$ cat src/rtl/dispatch_ctrl_pkg.sv
// Shared definitions for the dispatch controller.
// Contents: True/False constants, load/store opcodes, default unit sizes,
// the flush duration, and helpers for classifying opcodes and sizing counters.
package dispatch_ctrl_pkg;

  localparam logic TRUE  = 1'b1;
  localparam logic FALSE = 1'b0;

  // RV32 major opcodes for loads and stores
  localparam logic [6:0] OPC_LOAD  = 7'b0000011;
  localparam logic [6:0] OPC_STORE = 7'b0100011;

  localparam int ROB_SIZE_DEF     = 16;
  localparam int RS_SIZE_DEF      = 16;
  localparam int LSB_SIZE_DEF     = 16;
  localparam int FLUSH_CYCLES_DEF = 2;

  // An instruction is routed to the load/store buffer when it is a load or a store
  function automatic logic is_lsb_op(input logic [6:0] opc);
    return (opc == OPC_LOAD) || (opc == OPC_STORE);
  endfunction

  // Bits needed to hold 0..max_val, never less than one bit
  function automatic int cnt_width(input int max_val);
    return (max_val < 1) ? 1 : $clog2(max_val + 1);
  endfunction

endpackage

$ cat src/rtl/dispatch_ctrl_credit_counter.sv
// Saturating credit counter for one back-end unit.
// Ports:
//   clk, rst      clock and synchronous active-low reset (count -> SIZE)
//   rdy           global enable; low holds the count
//   consume       take one credit (caller guarantees count > 0)
//   free          return one credit
//   restore       force the count back to SIZE; overrides consume/free
//   count         current number of free entries
//   zero          count == 0
//   overflow      a return arrived while already at SIZE (single-cycle pulse)
module credit_counter
  import dispatch_ctrl_pkg::*;
#(
  parameter int SIZE = 16
) (
  input  logic                       clk,
  input  logic                       rst,
  input  logic                       rdy,
  input  logic                       consume,
  input  logic                       free,
  input  logic                       restore,
  output logic [cnt_width(SIZE)-1:0] count,
  output logic                       zero,
  output logic                       overflow
);

  localparam int W = cnt_width(SIZE);
  localparam logic [W-1:0] MAX = W'(SIZE);

  logic [W-1:0] count_r;
  logic         inc_s;
  logic         dec_s;

  // Decide the direction of change; a simultaneous take and return cancel out
  always_comb begin
    inc_s    = FALSE;
    dec_s    = FALSE;
    overflow = FALSE;
    if (rdy && !restore) begin
      if (consume && !free) begin
        dec_s = (count_r != {W{1'b0}});
      end else if (free && !consume) begin
        if (count_r == MAX) begin
          overflow = TRUE;
        end else begin
          inc_s = TRUE;
        end
      end else begin
        inc_s = FALSE;
      end
    end else begin
      overflow = FALSE;
    end
  end

  // Credit register: reset/restore to SIZE, otherwise saturating up/down
  always_ff @(posedge clk) begin
    if (!rst) begin
      count_r <= MAX;
    end else if (rdy && restore) begin
      count_r <= MAX;
    end else if (inc_s) begin
      count_r <= count_r + {{(W-1){1'b0}}, 1'b1};
    end else if (dec_s) begin
      count_r <= count_r - {{(W-1){1'b0}}, 1'b1};
    end else begin
      count_r <= count_r;
    end
  end

  assign count = count_r;
  assign zero  = (count_r == {W{1'b0}});

endmodule

$ cat src/rtl/dispatch_ctrl.sv
// Dispatch controller: grants the instruction-queue head to the decoder when
// the ROB and the target unit (RS or LSB) have free entries, and blocks
// dispatch for a few cycles after a mispredict rollback.
// Ports:
//   clk, rst                     clock, synchronous active-low reset
//   rdy                          global enable; low freezes all state
//   IQ_head_valid/IQ_head_opcode queue head presence and opcode
//   ID_ready                     decoder can accept
//   ROB_commit/RS_release/LSB_release  one entry freed in that unit
//   ROB_roll_back_flag           mispredict flush request
//   launch, launch_is_LSB        combinational grant and its target
//   ROB/RS/LSB_is_full           that unit has no credit left
//   flushing                     controller is in FLUSH
//   credit_err                   sticky: a release arrived at full credit
module dispatch_ctrl
  import dispatch_ctrl_pkg::*;
#(
  parameter int ROB_SIZE     = ROB_SIZE_DEF,
  parameter int RS_SIZE      = RS_SIZE_DEF,
  parameter int LSB_SIZE     = LSB_SIZE_DEF,
  parameter int FLUSH_CYCLES = FLUSH_CYCLES_DEF
) (
  input  logic       clk,
  input  logic       rst,
  input  logic       rdy,
  input  logic       IQ_head_valid,
  input  logic [6:0] IQ_head_opcode,
  input  logic       ID_ready,
  input  logic       ROB_commit,
  input  logic       RS_release,
  input  logic       LSB_release,
  input  logic       ROB_roll_back_flag,
  output logic       launch,
  output logic       launch_is_LSB,
  output logic       ROB_is_full,
  output logic       RS_is_full,
  output logic       LSB_is_full,
  output logic       flushing,
  output logic       credit_err
);

  typedef enum logic {
    ST_RUN   = 1'b0,
    ST_FLUSH = 1'b1
  } state_t;

  localparam int FW = cnt_width(FLUSH_CYCLES);
  localparam logic [FW-1:0] FLUSH_LOAD = FW'(FLUSH_CYCLES);
  localparam logic [FW-1:0] FLUSH_ONE  = FW'(1);

  state_t        state_r;
  logic [FW-1:0] flush_cnt_r;
  logic          credit_err_r;

  logic is_lsb_s;
  logic launch_s;
  logic run_s;
  logic rob_zero_s, rs_zero_s, lsb_zero_s;
  logic rob_ovf_s, rs_ovf_s, lsb_ovf_s;

  logic [cnt_width(ROB_SIZE)-1:0] rob_count_s;
  logic [cnt_width(RS_SIZE)-1:0]  rs_count_s;
  logic [cnt_width(LSB_SIZE)-1:0] lsb_count_s;

  // Releases count only in RUN with no rollback; a rollback restores anyway
  assign run_s = rdy && (state_r == ST_RUN) && !ROB_roll_back_flag;

  // Dispatch grant: all enables plus credit in the ROB and the target unit
  always_comb begin
    is_lsb_s = is_lsb_op(IQ_head_opcode);
    launch_s = FALSE;
    if (run_s && IQ_head_valid && ID_ready && !rob_zero_s) begin
      if (is_lsb_s) begin
        launch_s = !lsb_zero_s;
      end else begin
        launch_s = !rs_zero_s;
      end
    end else begin
      launch_s = FALSE;
    end
  end

  credit_counter #(.SIZE(ROB_SIZE)) u_rob (
    .clk(clk), .rst(rst), .rdy(rdy),
    .consume(launch_s), .free(ROB_commit && run_s), .restore(ROB_roll_back_flag),
    .count(rob_count_s), .zero(rob_zero_s), .overflow(rob_ovf_s)
  );

  credit_counter #(.SIZE(RS_SIZE)) u_rs (
    .clk(clk), .rst(rst), .rdy(rdy),
    .consume(launch_s && !is_lsb_s), .free(RS_release && run_s), .restore(ROB_roll_back_flag),
    .count(rs_count_s), .zero(rs_zero_s), .overflow(rs_ovf_s)
  );

  credit_counter #(.SIZE(LSB_SIZE)) u_lsb (
    .clk(clk), .rst(rst), .rdy(rdy),
    .consume(launch_s && is_lsb_s), .free(LSB_release && run_s), .restore(ROB_roll_back_flag),
    .count(lsb_count_s), .zero(lsb_zero_s), .overflow(lsb_ovf_s)
  );

  // Controller FSM: RUN/FLUSH sequencing, flush timer and sticky credit error
  always_ff @(posedge clk) begin
    if (!rst) begin
      state_r      <= ST_RUN;
      flush_cnt_r  <= {FW{1'b0}};
      credit_err_r <= FALSE;
    end else if (!rdy) begin
      state_r      <= state_r;
      flush_cnt_r  <= flush_cnt_r;
      credit_err_r <= credit_err_r;
    end else if (ROB_roll_back_flag) begin
      // entering or re-entering FLUSH restarts the full blocking window
      state_r     <= ST_FLUSH;
      flush_cnt_r <= FLUSH_LOAD;
    end else begin
      case (state_r)
        ST_RUN: begin
          if (rob_ovf_s || rs_ovf_s || lsb_ovf_s) begin
            credit_err_r <= TRUE;
          end else begin
            credit_err_r <= credit_err_r;
          end
        end
        ST_FLUSH: begin
          // leave on the edge where the timer reaches zero
          if (flush_cnt_r <= FLUSH_ONE) begin
            state_r     <= ST_RUN;
            flush_cnt_r <= {FW{1'b0}};
          end else begin
            flush_cnt_r <= flush_cnt_r - FLUSH_ONE;
          end
        end
        default: begin
          state_r     <= ST_RUN;
          flush_cnt_r <= {FW{1'b0}};
        end
      endcase
    end
  end

  assign launch        = launch_s;
  assign launch_is_LSB = launch_s && is_lsb_s;
  assign ROB_is_full   = rob_zero_s;
  assign RS_is_full    = rs_zero_s;
  assign LSB_is_full   = lsb_zero_s;
  assign flushing      = (state_r == ST_FLUSH);
  assign credit_err    = credit_err_r;

endmodule

$ cat config.mk
export PLATFORM = sky130hd
export DESIGN_NAME = dispatch_ctrl
export DESIGN_NICKNAME = d
export VERILOG_FILES = /design/src/rtl/dispatch_ctrl_pkg.sv /design/src/rtl/dispatch_ctrl_credit_counter.sv /design/src/rtl/dispatch_ctrl.sv
export SDC_FILE = /design/constraint.sdc
export NUM_CORES = 1
export LEC_CHECK = 0
export BUFFER_PORTS_ARGS = -buffer_cell sky130_fd_sc_hd__buf_2
export CAP_MARGIN = 10
export CORE_ASPECT_RATIO = 2
export CORE_UTILIZATION = 50
export CTS_CLUSTER_DIAMETER = 200
export DETAILED_ROUTE_END_ITERATION = 10
export PLACE_DENSITY = 0.82
export SYNTH_ARGS = -nofsm -noshare
export SYNTH_HDL_FRONTEND = slang
export SYNTH_SLANG_ARGS = --single-unit
$ cat constraint.sdc
create_clock -name clk -period 2.98 [get_ports clk]
set_clock_uncertainty 0.1 [all_clocks]
set_input_delay 0.447 -clock clk [delete_from_list [all_inputs] [get_ports clk]]
set_output_delay 0.447 -clock clk [all_outputs]
set_load 0.005 [all_outputs]
# == Word-level counts from Yosys, hierarchy flattened ==
# Cells that the tools add are included.
# word_totals
latchBits,0
word_cells,111
out_inout_bits,7
regBits,19
ramBits,0
memories,0
rom_bits,0
# op_classes
div_mod_pow,0
bitwise,3
magnitude_cmp,1
eq_ne,5
n_mul,0
addsub,7
shift,0
n_mux,44
reduce_logical,45
# ops
op,count
two-way mux 1 bit,35
two-way mux 5 bit,6
logical AND 1 bit,18
"adder 5 x 1 -> 5 bit, second input constant",3
"equality test 5 bit, second input constant",3
logical NOT 5 bit,3
nonzero test 5 bit,3
"subtractor 5 x 1 -> 5 bit, second input constant",3
logical NOT 1 bit,11
nonzero test 2 bit,4
"equality test 7 x 2 -> 1 bit, second input constant",1
"equality test 7 x 6 -> 1 bit, second input constant",1
two-way mux 2 bit,3
AND reduction 4 bit,1
logical OR 1 bit,3
inverter 1 bit,3
"<= comparator 2 x 1 -> 1 bit, second input constant",1
AND reduction 2 bit,1
OR reduction 2 bit,1
"subtractor 2 x 1 -> 2 bit, second input constant",1

# == Longest topological paths before layout ==
# depth
ltp_word,16
ltp_mapped,11

# == By module ==
# From an unflattened synthesis, not the netlist that was laid out.
# unflattened
cells_unflattened,158
area_unflattened_um2,1502.7
# by_module_without_submodules
mod,seq_area_each_um2,area_each_um2,n_inst,cells_each
credit_counter,100.1,404.1,3,43
dispatch_ctrl,80.1,290.3,1,29

# == Least setup slack after synthesis ==
# OpenSTA, ideal clock, no wires.
# synth_path
kind,register to register
start,"register u_rob.count_r[0], in the netlist u_rob.count[0]"
end,"register u_lsb.count_r[4], in the netlist u_lsb.count[4]"
path_slack_ps,-53
required_ps,2757
stages_incl_launch_ff,10
setup_ps,123
arrival_ps,2809
synth_period_minus_slack_ps,3033
path_buffers,0
cell_sequence,dfxtp_1 or4_4 o2111ai_4 o31a_2 inv_1 fa_1 a21o_1 a21oi_1 mux2i_1 mux2_1
# synth_via
elab_chain_len,11
# synth_rtl
item,line_no,rtl
"start, declared",dispatch_ctrl_credit_counter.sv:30,logic [W-1:0] count_r;
"start signal, assigned",dispatch_ctrl_credit_counter.sv:63,"count_r <= count_r + {{(W-1){1'b0}}, 1'b1};"
"start signal, assigned",dispatch_ctrl_credit_counter.sv:65,"count_r <= count_r - {{(W-1){1'b0}}, 1'b1};"
"start signal, assigned",dispatch_ctrl_credit_counter.sv:67,count_r <= count_r;
logical NOT 5 bit (*),dispatch_ctrl_credit_counter.sv:72,assign zero = (count_r == {W{1'b0}});
logical NOT 1 bit (*),dispatch_ctrl.sv:72,if (run_s && IQ_head_valid && ID_ready && !rob_zero_s) begin
logical AND 1 bit (*),dispatch_ctrl.sv:72,
two-way mux 1 bit (*),dispatch_ctrl.sv:72,
logical AND 1 bit (*),dispatch_ctrl.sv:97,".consume(launch_s && is_lsb_s), .free(LSB_release && run_s), .restore(ROB_roll_back_flag),"
logical NOT 1 bit,dispatch_ctrl_credit_counter.sv:42,end else if (free && !consume) begin
logical AND 1 bit,dispatch_ctrl_credit_counter.sv:42,
two-way mux 1 bit,dispatch_ctrl_credit_counter.sv:42,
two-way mux 1 bit,dispatch_ctrl_credit_counter.sv:40,if (consume && !free) begin
two-way mux 1 bit,dispatch_ctrl_credit_counter.sv:39,if (rdy && !restore) begin
two-way mux 5 bit / nonzero test 2 bit (equally long branches),n/a,
"end signal, assigned",dispatch_ctrl_credit_counter.sv:63,
"end signal, assigned",dispatch_ctrl_credit_counter.sv:65,
"end signal, assigned",dispatch_ctrl_credit_counter.sv:67,
"end, declared",dispatch_ctrl_credit_counter.sv:30,
# Every way passes the cells marked *; elsewhere a longest branch is shown, timed or not.
# A chain may end at the register's enable or synchronous reset.

# == Worst setup path after layout ==
# Same ends and word-level chain as after synthesis.

==> flow_summary.yaml <==
logic_synthesis:
  yosys_warnings: 0
  synth-edff-count: 0
  synth-main-ff-cell: "dfxtp_1"
  synthMuxAreaShare_pct: 6.947
  yosys_register_bits: 19
  synth_area_per_cell_um2: 8.801
  synth_compound_area_share_pct: 24.31
  synth_xor_area_share_pct: 3.393
  synth_cells: 176
  ys_types: 51
  synthSimpleGateAreaFrac_pct: 25.36
  ys_seq_area_share_pct: 24.56
  synthArstFlopShare_pct: 0
  syn_nets: 205
  synth_top_family_by_area: "simple AND/OR/NAND/NOR gates"
  synth_fa_ha_area_share_pct: 11.95
  synthesis.area_mm2: 0.001549
die:
  die-area_mm2: 0.003338
  die_w_um: 41.36
  start_util_pct: 52.64
  rows: 28
  core_mm2: 0.002943
  die_y_um: 80.72
  ios: 23
global_routing:
  grt_max_degree: 13
  first_global_vias: 1449
  grt_usage_pct: 25.80
  grt_antenna_before_repair: 0
  grt_pass1_wl_um: 6003
  overflow: 0
detailed_routing:
  drc: 0
  via_per_inst: 6.138
  vias: 1559
  drtIter0Drc: 45
  first_pass_iters: 4
  avgRoutedWirePerCell_um: 16.01
  wl_um: 4066
  ant_nets: 0
timing:
  hold_slack_ns: 0.3834
  slew_headroom_pct: 68.10
  setup_violations: 0
  drv_slew: 0
  hold_viol: 0
  period_share_pct: 96.66
  tightestPinTransition_ns: 0.4742
  min_period_ns: 2.880
  max_freq_ghz: 0.3472
  rsz0062_at_grt: "yes"
  setup_tns_ns: 0
setup_path:
  crit_fanout: 4
  crit_required_ns: 3.03
  crit_type: "register to register"
  endpoint_kind: "register"
  arrival_ns: 2.93
  start_kind: "register"
flow_run:
  drv_cap: 0
pwr:
  powerDensity_mw_per_mm2: 305.0
  total_power_uw: 604.2
  p_leak_nw: 0.8959
  peakVddDrop_mv: 0.2868
layout:
  utilization_pct: 67.30
  num_antenna_cells: 0
  drive_gt1_share_pct: 33.93
  finalNonFillerCells: 254
  area_growth_pct: 27.87
  finalNetCount: 254
clock_network:
  cts_sinks: 19
  h-tree-depth: 1
  cts_made_buffers: 3
  clock_latency_ns: 0.26
  cts.reportedPaths.clkPinSlew_ns: 0.07
  cts_tree: "built"
  clock_path_buffers: 2
  root_buffer: "clkbuf_8"
  hold_buffers: 0
place:
  gp_congestion: 0.8773
  dp_cells: 246
  hpwl_um: 3141
  io_buffer_count: 21
min_path:
  hp-class: "primary input to register"
outcome:
  status: "completed"
==> Yosys cell counts, types with 3 or more instances <==
cell	instances	area, um2
a211o_1	3	26.28
a211oi_1	3	22.52
a21boi_0	4	30.03
a21o_1	5	37.54
a21oi_1	16	80.08
and2_1	5	31.28
dfxtp_1	19	380.4
fa_1	3	60.06
ha_1	10	125.1
inv_1	10	37.54
mux2i_1	7	70.07
nand2_1	16	60.06
nand3_1	5	25.02
nand4_1	4	25.02
nor2_1	6	22.52
nor2b_1	3	18.77
nor3_1	7	35.03
nor4_1	4	25.02
o21ai_0	6	30.03
xnor2_1	3	26.28
xor2_1	3	26.28
==> layout make-up <==
cell class                 count  area, um2
clock buffer                   4      45.04
fill                         237      962.2
inverter                      10      37.54
multi-input combinational    143       1164
sequential                    19      381.6
tap                           30      37.54
timing repair buffer          48      315.3
==> report_power, final <==
| group | internal, mW | switching [mW] |
|---|---|---|
| logic | 0.0701 | 0.0769 |
| clock network | 0.0954 | 0.0916 |
| registers | 0.262 | 0.00799 |
==> cells by family after synthesis <==
group | Yosys count
mux | 10
xor+xnor | 6
buf+inv | 14
flops | 19
compound gates | 49
simple gates | 65
fa+ha+maj | 13
==> routing by layer <==
| metal | part of all wire, % | global-route usage [%] | wire length, um |
|---|---|---|---|
| met5 | 0 | 0 | 0 |
| met4 | 2.9 | 14.52 | 117 |
| met3 | 3.0 | 3.315 | 120 |
| met2 | 58 | 48.28 | 2364 |
| met1 | 36 | 23.20 | 1464 |
==> timing repair <==
item | 4_1_cts | 5_1_grt
pin swaps | 1 | 9
hold endpoints to repair | 0 | 0
endpoints found under the setup margin | 2 | 4
buffers inserted | 1 | 3
resized for setup | 1 | 13
==> critical path, stage by stage (launching register included) <==
cell	delay (ns)
dfxtp_2	0.32
or4_4	0.57
o2111ai_4	0.29
o31a_2	0.19
inv_2	0.06
fa_2	0.36
a21o_1	0.17
a21oi_2	0.14
mux2i_1	0.26
mux2_4	0.32
==> cells in the final DEF (no fill, tap or decap), types with 2 or more instances in the layout <==
cell type / netlist / routed
mux2i_1: 7 / 7
a211o_1: 3 / 3
nor2b_1: 3 / 2
dfxtp_1: 19 / 18
or4_1: 2 / 2
nand3_1: 5 / 5
buf_6: 0 / 2
nand4_1: 4 / 4
xnor2_1: 3 / 3
a211oi_1: 3 / 3
a21boi_0: 4 / 4
inv_1: 10 / 9
ha_1: 10 / 9
a21oi_1: 16 / 14
a21oi_2: 0 / 2
xor2_1: 3 / 3
fa_2: 0 / 2
buf_4: 0 / 25
nor4_1: 4 / 4
mux2_4: 1 / 2
nor3_1: 7 / 6
nor2_1: 6 / 6
clkbuf_8: 0 / 3
a21o_1: 5 / 5
o21ai_0: 6 / 5
buf_2: 1 / 21
nand4bb_1: 2 / 2
and2_1: 5 / 5
nand2_1: 16 / 16
==> stage by stage <==
stage | instance area (um2) | setup slack [ns]
floorplan | 1551 | 0.03721
global placement | 1851 | 0.02243
detailed placement | 1851 | -0.05547
CTS | 1909 | 0.004553
global route | 1981 | -0.04887
finish | 1981 | 0.09956
==> worst paths after layout <==
path,to,cells after the start,from,slack [ns]
max,u_lsb.count[4],9,u_rob.count[0],0.1
min,flushing,2,rst,0.38
max reg2reg,u_lsb.count[4],9,u_rob.count[0],0.1
min reg2reg,flush_cnt_r[1],2,flush_cnt_r[1],0.41
==> state kept, by name (all words and copies together) (netlist names) <==
| name | count |
|---|---|
| u_rs.count | 5 |
| flushing | 1 |
| flush_cnt_r | 2 |
| u_rob.count | 5 |
| credit_err | 1 |
| u_lsb.count | 5 |
No activity file was read; power rests on OpenSTA's default activity.
